## src/rtl/stopwatch_pkg.sv

```systemverilog
// Shared stopwatch types: BCD digits, packed lap entries and default lap depth.
package stopwatch_pkg;

    typedef logic [3:0] bcd_t;

    // d4 is the most significant digit, so the packed value reads {d4,d3,d2,d1}.
    typedef struct packed {
        bcd_t d4;
        bcd_t d3;
        bcd_t d2;
        bcd_t d1;
    } lap_t;

    localparam int unsigned LAP_DEPTH_DEFAULT = 8;

    function automatic lap_t lap_pack(bcd_t d4, bcd_t d3, bcd_t d2, bcd_t d1);
        lap_t l;
        l.d4 = d4;
        l.d3 = d3;
        l.d2 = d2;
        l.d1 = d1;
        return l;
    endfunction

endpackage

```

## src/rtl/lap_memory_if.sv

```systemverilog
// Lap memory signal bundle: control pulses, live digits in, displayed lap and status out.
interface lap_memory_if
    import stopwatch_pkg::*;
#(
    parameter int unsigned DEPTH = LAP_DEPTH_DEFAULT
);
    logic clear;
    logic lap;
    logic recall;
    bcd_t d1, d2, d3, d4;
    bcd_t q1, q2, q3, q4;
    logic [$clog2(DEPTH+1)-1:0] lap_count;
    logic [$clog2(DEPTH)-1:0]   view_age;
    logic full;

    modport master (
        output clear, lap, recall, d1, d2, d3, d4,
        input  q1, q2, q3, q4, lap_count, view_age, full
    );

    modport slave (
        input  clear, lap, recall, d1, d2, d3, d4,
        output q1, q2, q3, q4, lap_count, view_age, full
    );
endinterface

```

## src/rtl/lap_memory.sv

```systemverilog
// Circular lap history: captures live stopwatch digits on lap, steps back through
// stored laps on recall, and presents the selected lap on registered BCD outputs.
module lap_memory
    import stopwatch_pkg::*;
#(
    parameter int unsigned DEPTH = LAP_DEPTH_DEFAULT
) (
    input logic         clk,
    input logic         reset,
    lap_memory_if.slave bus
);
    localparam int unsigned PW = $clog2(DEPTH);
    localparam int unsigned CW = $clog2(DEPTH + 1);

    typedef logic [PW-1:0] ptr_t;
    typedef logic [CW-1:0] cnt_t;

    lap_t mem_q [DEPTH];

    ptr_t wr_ptr_q, wr_ptr_d;
    ptr_t view_age_q, view_age_d;
    ptr_t rd_idx;
    cnt_t count_q, count_d;
    lap_t q_q, q_d;
    lap_t din;
    logic full_q, full_d;
    logic do_lap;
    logic do_recall;

    // Next-state: clear beats lap, lap beats recall; recall on an empty history is a no-op.
    always_comb begin
        din        = lap_pack(bus.d4, bus.d3, bus.d2, bus.d1);
        do_lap     = bus.lap & ~bus.clear;
        do_recall  = bus.recall & ~bus.lap & ~bus.clear & (count_q != '0);
        wr_ptr_d   = wr_ptr_q;
        count_d    = count_q;
        view_age_d = view_age_q;
        q_d        = q_q;
        rd_idx     = '0;
        if (bus.clear) begin
            wr_ptr_d   = '0;
            count_d    = '0;
            view_age_d = '0;
            q_d        = '0;
        end else if (do_lap) begin
            wr_ptr_d   = wr_ptr_q + ptr_t'(1);
            count_d    = full_q ? count_q : count_q + cnt_t'(1);
            view_age_d = '0;
            // New entry is shown directly from the inputs; the array write lands same edge.
            q_d        = din;
        end else if (do_recall) begin
            view_age_d = (cnt_t'(view_age_q) == count_q - cnt_t'(1)) ? '0
                                                                     : view_age_q + ptr_t'(1);
            // Power-of-two depth makes pointer arithmetic wrap naturally.
            rd_idx     = wr_ptr_q - ptr_t'(1) - view_age_d;
            q_d        = mem_q[rd_idx];
        end
        full_d = (count_d == cnt_t'(DEPTH));
    end

    // Pointer, count, view and display registers; history is discarded on reset.
    always_ff @(posedge clk or posedge reset) begin
        if (reset) begin
            wr_ptr_q   <= '0;
            count_q    <= '0;
            view_age_q <= '0;
            q_q        <= '0;
            full_q     <= 1'b0;
        end else begin
            wr_ptr_q   <= wr_ptr_d;
            count_q    <= count_d;
            view_age_q <= view_age_d;
            q_q        <= q_d;
            full_q     <= full_d;
        end
    end

    // Entry storage; not reset because only the pointers define which entries are valid.
    always_ff @(posedge clk) begin
        if (do_lap) begin
            mem_q[wr_ptr_q] <= din;
        end
    end

    assign bus.q1        = q_q.d1;
    assign bus.q2        = q_q.d2;
    assign bus.q3        = q_q.d3;
    assign bus.q4        = q_q.d4;
    assign bus.lap_count = count_q;
    assign bus.view_age  = view_age_q;
    assign bus.full      = full_q;

endmodule

```

## src/flat_wrapper.sv

```systemverilog
// flat-port wrapper written by rule: the top's interface ports become plain ports
module lap_memory_flat import stopwatch_pkg::*;
#(
    parameter int unsigned DEPTH = LAP_DEPTH_DEFAULT
)
  (clk, reset, bus_clear, bus_lap, bus_recall, bus_d1, bus_d2, bus_d3, bus_d4, bus_q1, bus_q2, bus_q3, bus_q4, bus_lap_count, bus_view_age, bus_full);
  lap_memory_if #(.DEPTH(DEPTH)) bus_i ();
  input logic clk;
  input logic reset;
  input wire logic [$bits(bus_i.clear)-1:0] bus_clear;
  input wire logic [$bits(bus_i.lap)-1:0] bus_lap;
  input wire logic [$bits(bus_i.recall)-1:0] bus_recall;
  input wire logic [$bits(bus_i.d1)-1:0] bus_d1;
  input wire logic [$bits(bus_i.d2)-1:0] bus_d2;
  input wire logic [$bits(bus_i.d3)-1:0] bus_d3;
  input wire logic [$bits(bus_i.d4)-1:0] bus_d4;
  output wire logic [$bits(bus_i.q1)-1:0] bus_q1;
  output wire logic [$bits(bus_i.q2)-1:0] bus_q2;
  output wire logic [$bits(bus_i.q3)-1:0] bus_q3;
  output wire logic [$bits(bus_i.q4)-1:0] bus_q4;
  output wire logic [$bits(bus_i.lap_count)-1:0] bus_lap_count;
  output wire logic [$bits(bus_i.view_age)-1:0] bus_view_age;
  output wire logic [$bits(bus_i.full)-1:0] bus_full;
  assign bus_i.clear = bus_clear;
  assign bus_i.lap = bus_lap;
  assign bus_i.recall = bus_recall;
  assign bus_i.d1 = bus_d1;
  assign bus_i.d2 = bus_d2;
  assign bus_i.d3 = bus_d3;
  assign bus_i.d4 = bus_d4;
  assign bus_q1 = bus_i.q1;
  assign bus_q2 = bus_i.q2;
  assign bus_q3 = bus_i.q3;
  assign bus_q4 = bus_i.q4;
  assign bus_lap_count = bus_i.lap_count;
  assign bus_view_age = bus_i.view_age;
  assign bus_full = bus_i.full;
  lap_memory #(.DEPTH(DEPTH)) u_core (.clk(clk), .reset(reset), .bus(bus_i));
endmodule
```

## config.mk

```make
export PLATFORM = sky130hd
export DESIGN_NAME = lap_memory_flat
export DESIGN_NICKNAME = d
export VERILOG_FILES = /design/src/rtl/stopwatch_pkg.sv /design/src/rtl/lap_memory_if.sv /design/src/rtl/lap_memory.sv /design/src/flat_wrapper.sv
export SDC_FILE = /design/constraint.sdc
export NUM_CORES = 1
export LEC_CHECK = 0
export ABC_AREA = 1
export CELL_PAD_IN_SITES_DETAIL_PLACEMENT = 1
export CELL_PAD_IN_SITES_GLOBAL_PLACEMENT = 2
export CORE_MARGIN = 2
export CORE_UTILIZATION = 44
export DETAILED_ROUTE_END_ITERATION = 16
export HOLD_SLACK_MARGIN = 0.06
export PLACE_DENSITY = 0.9
export SYNTH_ARGS = -nofsm -noshare
export SYNTH_HDL_FRONTEND = slang
export SYNTH_SLANG_ARGS = --single-unit
```

## constraint.sdc

```tcl
create_clock -name clk -period 8.6 [get_ports clk]
set_clock_uncertainty 0.05 [all_clocks]
set_input_delay 1.72 -clock clk [delete_from_list [all_inputs] [get_ports clk]]
set_output_delay 1.72 -clock clk [all_outputs]
set_load 0.01 [all_outputs]
```

# Word level (Yosys, flattened, before mapping)

Memory sizes are Yosys's and may differ from the RTL's.
Cells that the tools add are included.
W data, S select, Z words.

Memories kept: 1
Register bits after elaboration: 27
Word-level logic and storage cells: 40
Memory bits (writable): 128
Output and inout bits: 24
Bits of input ports: 21

Memory list:

| memory       | words | width | read ports | clocked after memory_dff | wr ports | line             | RTL |
|---|---|---|---|---|---|---|---|
| u_core.mem_q | 8     | 16    | 1          | 0                        | 1        | lap_memory.sv:18 | `lap_t mem_q [DEPTH];` |

Eq/ne operators: 2
Multiplexer cells: 14
Reductions and logical operators: 3
Bitwise logic cells: 6
Add/sub/neg operators: 6

Operators by type and width:

| kind                  | number |
|---|---|
| $mux W16              | 3 |
| $mux W3               | 6 |
| $mux W4               | 3 |
| $add A3 B1 Y3 const B | 2 |
| $add A4 B1 Y4 const B | 1 |
| $and A1 B1 Y1         | 4 |
| $eq A3 B4 Y1          | 1 |
| $eq A4 B4 Y1 const B  | 1 |
| $reduce_bool A4 Y1    | 1 |
| $sub A4 B1 Y4 const B | 1 |
| $reduce_bool A3 Y1    | 1 |
| $sub A3 B1 Y3 const B | 1 |
| $sub A3 B3 Y3         | 1 |
| $mux W1               | 2 |
| $not A1 Y1            | 2 |
| $reduce_bool A2 Y1    | 1 |

# Logic depth before layout (Yosys ltp)

Gate-level depths: netlist (run 1).
An unclocked memory read counts as a cell.

Depth in word-level cells: 8
Depth in mapped cells: 21
Depth with buffers taken out: 19

# Least setup slack after synthesis (run 1)

No wires, ideal clock.

Kind: in2reg
Start point: input port bus_clear
End point: memory u_core.mem_q[0][0] (netlist name), enable pin
Path buffers: 1
Library setup time: 388 ps
Setup slack: 4963 ps
Required time: 8162 ps
Arrival: 3199 ps
Stages: 6
Path through: inv_2 -> nand2_1 -> clkinv_1 -> clkbuf_1 -> nand2_1 -> nor2_1

Longest elaborated chain between the ends: 4

RTL lines:

| element                       | line               | RTL |
|---|---|---|
| start: declaration            | flat_wrapper.sv:10 | `input wire logic [$bits(bus_i.clear)-1:0] bus_clear;` |
| $not A1 Y1                    | lap_memory.sv:33   | `do_lap = bus.lap & ~bus.clear;` |
| $and A1 B1 Y1                 | lap_memory.sv:33   |  |
| $mux W1                       | lap_memory.sv:80   | `if (do_lap) begin` |
| $mux W1 (implied by the code) | lap_memory.sv:81   | `mem_q[wr_ptr_q] <= din;` |
| end: declaration              | lap_memory.sv:18   |  |

No other way between the ends.

# Final worst setup path (run 1)

Start point: register u_core.count_q[0], in the netlist u_core.bus.lap_count[0]
End point: register u_core.q_q (netlist bit u_core.bus.q2[1])

Longest elaborated chain between the ends: 8
Elaborated cells on any way between the ends: 11
Those cells by class: add/sub (2); eq/ne (1); mux (4); bitwise (1); reduce/logical (2); memory (1)

RTL lines:

| element                  | line             | RTL |
|---|---|---|
| start: declaration       | lap_memory.sv:23 | `cnt_t count_q, count_d;` |
| start signal: assignment | lap_memory.sv:71 | `count_q <= count_d;` |
| $sub A4 B1 Y4            | lap_memory.sv:52 | `view_age_d = (cnt_t'(view_age_q) == count_q - cnt_t'(1)) ? '0` |
| $eq A3 B4 Y1             | lap_memory.sv:52 |  |
| $mux W3                  | lap_memory.sv:52 |  |
| $sub A3 B3 Y3            | lap_memory.sv:55 | `rd_idx = wr_ptr_q - ptr_t'(1) - view_age_d;` |
| $mem_v2 Z8 W16           | -                |  |
| $mux W16                 | lap_memory.sv:51 | `end else if (do_recall) begin` |
| $mux W16                 | lap_memory.sv:45 | `end else if (do_lap) begin` |
| $mux W16                 | lap_memory.sv:40 | `if (bus.clear) begin` |
| end signal: assignment   | lap_memory.sv:73 | `q_q <= q_d;` |
| end: declaration         | lap_memory.sv:24 | `lap_t q_q, q_d;` |

Several ways; a longest one is shown, not always the timed one. The select of a mux whose other input is x is not followed.
A chain may end at the register's enable or synchronous reset.

==> reports/qor.yml, run 1 <==
hold_class: "flip-flop to flip-flop"
fin_nets: 610
yosysSeqAreaShare: 0.6767
setup_viol: 0
hp-start: "u_core.bus.q2[0]"
drt-pass1-iter-count: 5
grt_pass1_vias: 4670
dp.cells: 750
fp-row-count: 45
grt_pass1_wl_mm: 26.86
worst_slew_pin_slew_ps: 1122
clock_path_buffers: 2
io_buffers: 44
synth.avg_cell_area_sq_um: 12.37
ant_nets: 0
wl_mm: 17.11
start_util: 0.4443
criticalPathCategory: "flip-flop to flip-flop"
cts_root_buf: "clkbuf_16"
ys_ff_latch: 155
grt_overflow: 0
hold_buffers: 0
netSwitchingFraction: 0.2507
n_antenna_cell: 0
vias: 4423
core_sq_um: 15030
globalplace.congestion: 0.8224
cts_tree: "yes"
synth.cell_area_sq_um: 6679
regToRegEndpoint: "u_core.bus.q2[1]"
combinationalPowerShare: 0.137
seqPwrFrac: 0.450
critPathLaunchType: "flip-flop"
slew-limit-headroom: 0.2515
maxCapViolCount: 0
clk_latency_ps: 430
run_status: "completed"
postCtsSetupBuffers: 0
fmax_mhz: 253.8
drcViolationCount: 0
dieArea_sq_um: 16180
gr-usage-all-layers: 0.2227
fin_tns_setup_ps: 0
end_kind: "flip-flop"
timing.rr.start: "u_core.bus.lap_count[0]"
die_w_microns: 127.2
antenna_found_initial: 0
power_leakage_uw: 0.002922
synth.net_count: 567
cp.arrival_ps: 4250
ys_types: 36
cts_htree_levels: 4
rsz0062_at_grt: "no"
period_share: 0.4582
die_height_microns: 127.2
layout.cells.non_filler: 784
wire_per_inst_microns: 21.83
num_io_pins: 45
avgViaCountPerCell: 5.642
drive_gt1_frac: 0.1544
p_sw_uw: 471.9
areaGrowthSynthToFinish_pct: 18.10
hold_path_depth: 2
cts.sinks: 155
ff2ff_path_depth: 14
post_cts_resized: 0
required_ps: 8910
synth_warnings: 0
min_to: "u_core.bus.q2[0]"
worst-r2r-setup-slack_ps: 4660
ir_worst_vdd_uv: 161.8
dp_hpwl_mm: 11.09
clkTransAtPathRegs_ps: 60
hold_viol_final: 0
grt_max_degree: 66
crit_fanout: 56
pwr-share-clk: 0.412
p_per_area_nw_per_um2: 238.6
internal_power_uw: 1410
drtIter0Drc: 329
fin_crit_ps: 3940
slew_violations: 0
cts_buffers: 17
postSynthCellCount: 540
==> layer usage <==
layer | track usage | share of wire | up-vias
met4 | 0.07886 | 0.015 | 0
met3 | 0.03978 | 0.045 | 21
met2 | 0.3529 | 0.48 | 138
met5 | 0 | 0 | -
met1 | 0.3126 | 0.46 | 2243
li1 | - | - | 2021
==> cell type report <==
class,count,area [sq um]
well taps,188,235.2
clock inverters,14,177.7
fillers,1533,7146
clock buffers,18,429.2
flip-flops and latches,155,4519
multi-input cells,337,1947
repair buffers,51,500.5
inverters,21,78.83
==> logic make-up (layout without fill, tap and decap cells) <==
group                      count (synthesis)  after routing  share of synthesized area
xor gates and xnor gates                   4              4                   0.009181
AOI/OAI and AO/OA                        107            107                     0.1072
adders and majority gates                  6              6                    0.01236
DFF                                      155            155                     0.6767
buffers and inverters                     48            104                    0.03335
and+or+nand+nor                          220            220                     0.1613
==> state kept, by name, summed over array words and instances, names as in the netlist <==
name,count
u_core.bus.q3,4
u_core.bus.q2,4
u_core.bus.view_age,3
u_core.bus.lap_count,4
u_core.bus.full,1
u_core.bus.q1,4
u_core.wr_ptr_q,3
u_core.bus.q4,4
u_core.mem_q,128
==> cell usage after synthesis (all sizes together) <==
cell type / n / share of area
nand2: 146 / 0.099
edfxtp: 128 / 0.58
a21oi: 58 / 0.049
nand3: 36 / 0.038
nor2: 35 / 0.021
dfrtp: 27 / 0.10
a32o: 24 / 0.036
inv: 19 / 0.011
clkbuf: 14 / 0.0094
buf: 13 / 0.012
o21ai: 13 / 0.0097
o22ai: 6 / 0.0056
ha: 5 / 0.0094
a22oi: 4 / 0.0045
xor2: 3 / 0.0079
clkinv: 2 / 0.0011
o31ai: 2 / 0.0022
fa: 1 / 0.0030
nand3b: 1 / 0.0011
nand4: 1 / 0.00094
nor4: 1 / 0.00094
xnor2: 1 / 0.0013
==> worst max-delay path: stages (launching register included) <==
cell and delay, ps:
dfrtp_1 430, inv_2 100, ha_1 330, xnor2_1 250
nor2_4 60, nand3_4 120, nand2_1 110, ha_2 200
fa_1 640, inv_2 790, a21oi_1 140, a32o_1 310
nand2_4 100, nand3_2 80, a21oi_2 130
==> placed cells by master (no fill, tap or decap), types with 12 or more instances in the layout <==
cell and n:
nand2_1 127, edfxtp_1 128, inv_1 12, nand3_1 24, clkdlybuf4s50_1 44, nand2_4 13
a32o_1 24, a21oi_1 48, o21ai_0 13, dfrtp_1 27, clkbuf_16 17, nor2_1 30
==> power by group through the flow <==
stage                     logic [uW]  registers, uW  clock network, uW
after global placement           247            863                  0
after CTS                        259            848                785
after detailed placement         256            863                  0
after global routing             281            850                810
after floorplan                  162            865                  0
final                            258            848                776
==> how the worst max path moves through the flow <==
stage / cells past startpoint / endpoint / startpoint
after floorplan: 6 / u_core.mem_q[0][0] / bus_clear
after global placement: 6 / u_core.mem_q[2][8] / bus_clear
after detailed placement: 6 / u_core.mem_q[2][5] / bus_clear
after CTS: 6 / u_core.mem_q[2][3] / bus_clear
after global routing: 15 / u_core.bus.q2[3] / u_core.bus.lap_count[0]
final: 14 / u_core.bus.q2[1] / u_core.bus.lap_count[0]
==> through the flow <==
stage / total power (uW) / hold WS [ps] / utilization / setup slack, ps / area (sq um)
after floorplan: 1027 / 465.5 / - / 4963 / 6679
after global placement: 1109 / 417.3 / 0.4823 / 4080 / 7251
after detailed placement: 1120 / 420.6 / 0.4823 / 3886 / 7251
after CTS: 1892 / 437.5 / 0.5227 / 4346 / 7858
after global routing: 1941 / 470.4 / 0.5247 / 4370 / 7888
final: 1882 / 430.7 / 0.5247 / 4660 / 7888
Power figures use the tool's default switching activity.
==> run 2: changes to the inputs <==
- CORE_UTILIZATION: 44 -> 41
- PLACE_DENSITY: 0.9 -> 0.85
- clock period: 8.6 -> 3.89 ns (I/O delays scaled with it)
==> run 2 against run 1 <==
Design area up 1.8%. Sequential share of layout area down 1.0 points. Cell count up 5.4%. Setup slack worse by 4300 ps. First-iteration DRC count up 1.2%. Count of clock-buffer cells in the layout up 5. Global-route usage down 1.5 points. Clock power up 120%. Critical path type unchanged.
==> reports/qor.yml, run 2 (synthesized netlist as in run 1, its figures left out) <==
cts_buffers: 17
slew_violations: 0
dr_wl_met3_microns: 757
grt_max_degree: 65
setup_viol: 0
crit_buf_inv: 3
met1_length_mm: 7.391
fin_crit_ps: 3516
end_kind: "flip-flop"
avgViaCountPerCell: 5.429
drcViolationCount: 0
top_layer_used: "met4"
slew-limit-headroom: 0.5155
drtIter0Drc: 333
drt-pass1-iter-count: 5
vias: 4484
wire_per_inst_microns: 20.77
hold_buffers: 0
globalplace.congestion: 0.7909
fillers: 1625
fmax_mhz: 284.4
dp_hpwl_mm: 11.16
hp-start: "u_core.bus.q2[3]"
worst_slew_pin_slew_ps: 726.8
placed_area_sq_um: 7431
cp_slowest_cell: "fa_1"
drive_gt1_frac: 0.1639
cts_root_buf: "clkbuf_16"
clock_path_buffers: 2
die_height_microns: 131.6
dr_wl_met2_mm: 8.737
num_io_pins: 45
required_ps: 4170
fp-row-count: 46
max_stage_delay_ps: 790
final_common_cell: "edfxtp_1"
cts.sinks: 155
ff2ff_path_depth: 14
min_to: "u_core.bus.q2[3]"
cp_top_family: "adder cells"
critPathLaunchType: "flip-flop"
clk_latency_ps: 420
rsz0062_at_grt: "no"
hold_path_depth: 2
hold_viol_final: 0
maxCapViolCount: 0
crit_chain: "inv_2 > ha_1 > xnor2_1 > nor2_4 > nand3_4 > nand2_1 > ha_2 > fa_1 > inv_2 > buf_12 > a32o_1 > nand2_1 > nand3_1 > a21oi_1"
ant_nets: 0
multiInputGateArea_sq_um: 1939
dieArea_sq_um: 17330
ir_worst_vdd_uv: 311.0
period_share: 0.9038
n_antenna_cell: 0
io_buffers: 44
top_register: "u_core.mem_q"
grt_overflow: 0
grt_pass1_wl_mm: 27.25
cts_tree: "yes"
fin_nets: 624
grt_pass1_vias: 4784
clkTransAtPathRegs_ps: 60
regToRegEndpoint: "u_core.bus.q1[2]"
antenna_found_initial: 0
core_sq_um: 15890
final_cell_mix: "edfxtp_1, nand2_1, a21oi_1, clkdlybuf4s50_1, nor2_1"
run_status: "completed"
post_cts_resized: 0
crit_fanout: 56
power_leakage_uw: 0.002994
cp.arrival_ps: 3800
hold_class: "flip-flop to flip-flop"
cts_htree_levels: 4
criticalPathCategory: "flip-flop to flip-flop"
die_w_microns: 131.6
start_util: 0.4204
areaGrowthSynthToFinish_pct: 20.27
fin_tns_setup_ps: 0
stdcell_area_sq_um: 8033
largest_register_ffs: 128
postCtsSetupBuffers: 0
p_per_area_nw_per_um2: 519.0
wl_mm: 17.15
regArea_sq_um: 4519
worst-r2r-setup-slack_ps: 370
gr-usage-all-layers: 0.2073
timing.rr.start: "u_core.bus.lap_count[0]"
-- run 2: changes by cell type in the layout (fill, tap and decap cells not counted) --
cell,change
buf_4,+14
buf_12,+2
nor2_1,+3
clkinv_2,-1
nor2_2,-3
clkbuf_8,+1
buf_6,-2
clkbuf_1,+4
clkinvlp_4,-1
clkinv_1,-1
clkinv_4,-2
-- run 2: per-stage QoR --
stage / util / setup WS [ps] / cells / total power (uW) / hold WS [ps]
after floorplan: - / 713.9 / 540 / 2271 / 465.5
after global placement: 0.4678 / 596.6 / 794 / 2468 / 421.4
after detailed placement: 0.4678 / 429.8 / 794 / 2497 / 426.1
after CTS: 0.5057 / 376.4 / 826 / 4196 / 440.0
after global routing: 0.5057 / 207.6 / 826 / 4315 / 469.0
final: 0.5057 / 374.2 / 826 / 4169 / 434.4
-- run 2: where the power goes --
group          switching (uW)  leakage (uW)  internal [uW]
Combinational             361       0.00119            224
Clock                     626      0.000296           1080
Sequential               28.8       0.00151           1850
-- run 2: worst max-delay path by stage --
stage | start | end | depth (start not counted)
global route | u_core.bus.lap_count[0] | u_core.bus.q1[2] | 15
detailed placement | u_core.bus.lap_count[0] | u_core.bus.q3[1] | 15
floorplan | u_core.bus.lap_count[0] | u_core.bus.q3[0] | 16
global placement | u_core.bus.lap_count[0] | u_core.bus.q3[3] | 14
CTS | u_core.bus.lap_count[0] | u_core.bus.q3[1] | 15
finish | u_core.bus.lap_count[0] | u_core.bus.q1[2] | 14
-- run 2: final cells by class --
cell class,count,area share
inverter,21,0.009813
multi-input combinational,337,0.2414
clock inverter,9,0.01791
timing repair buffer,65,0.07757
tap,216,0.03364
clock buffer,23,0.05701
sequential,155,0.5626
-- run 2: worst register-to-register path, stage by stage, from the launching register on --
cell and delay [ps]:
dfrtp_1 420, inv_2 90, ha_1 330, xnor2_1 260, nor2_4 60, nand3_4 120, nand2_1 90, ha_2 200
fa_1 790, inv_2 90, buf_12 190, a32o_1 390, nand2_1 80, nand3_1 90, a21oi_1 180
-- run 2: metal layers --
layer / GRT usage / up-vias
li1: - / 2057
met1: 0.2666 / 2303
met2: 0.3531 / 101
met3: 0.04244 / 23
met4: 0.06461 / 0
met5: 0 / -
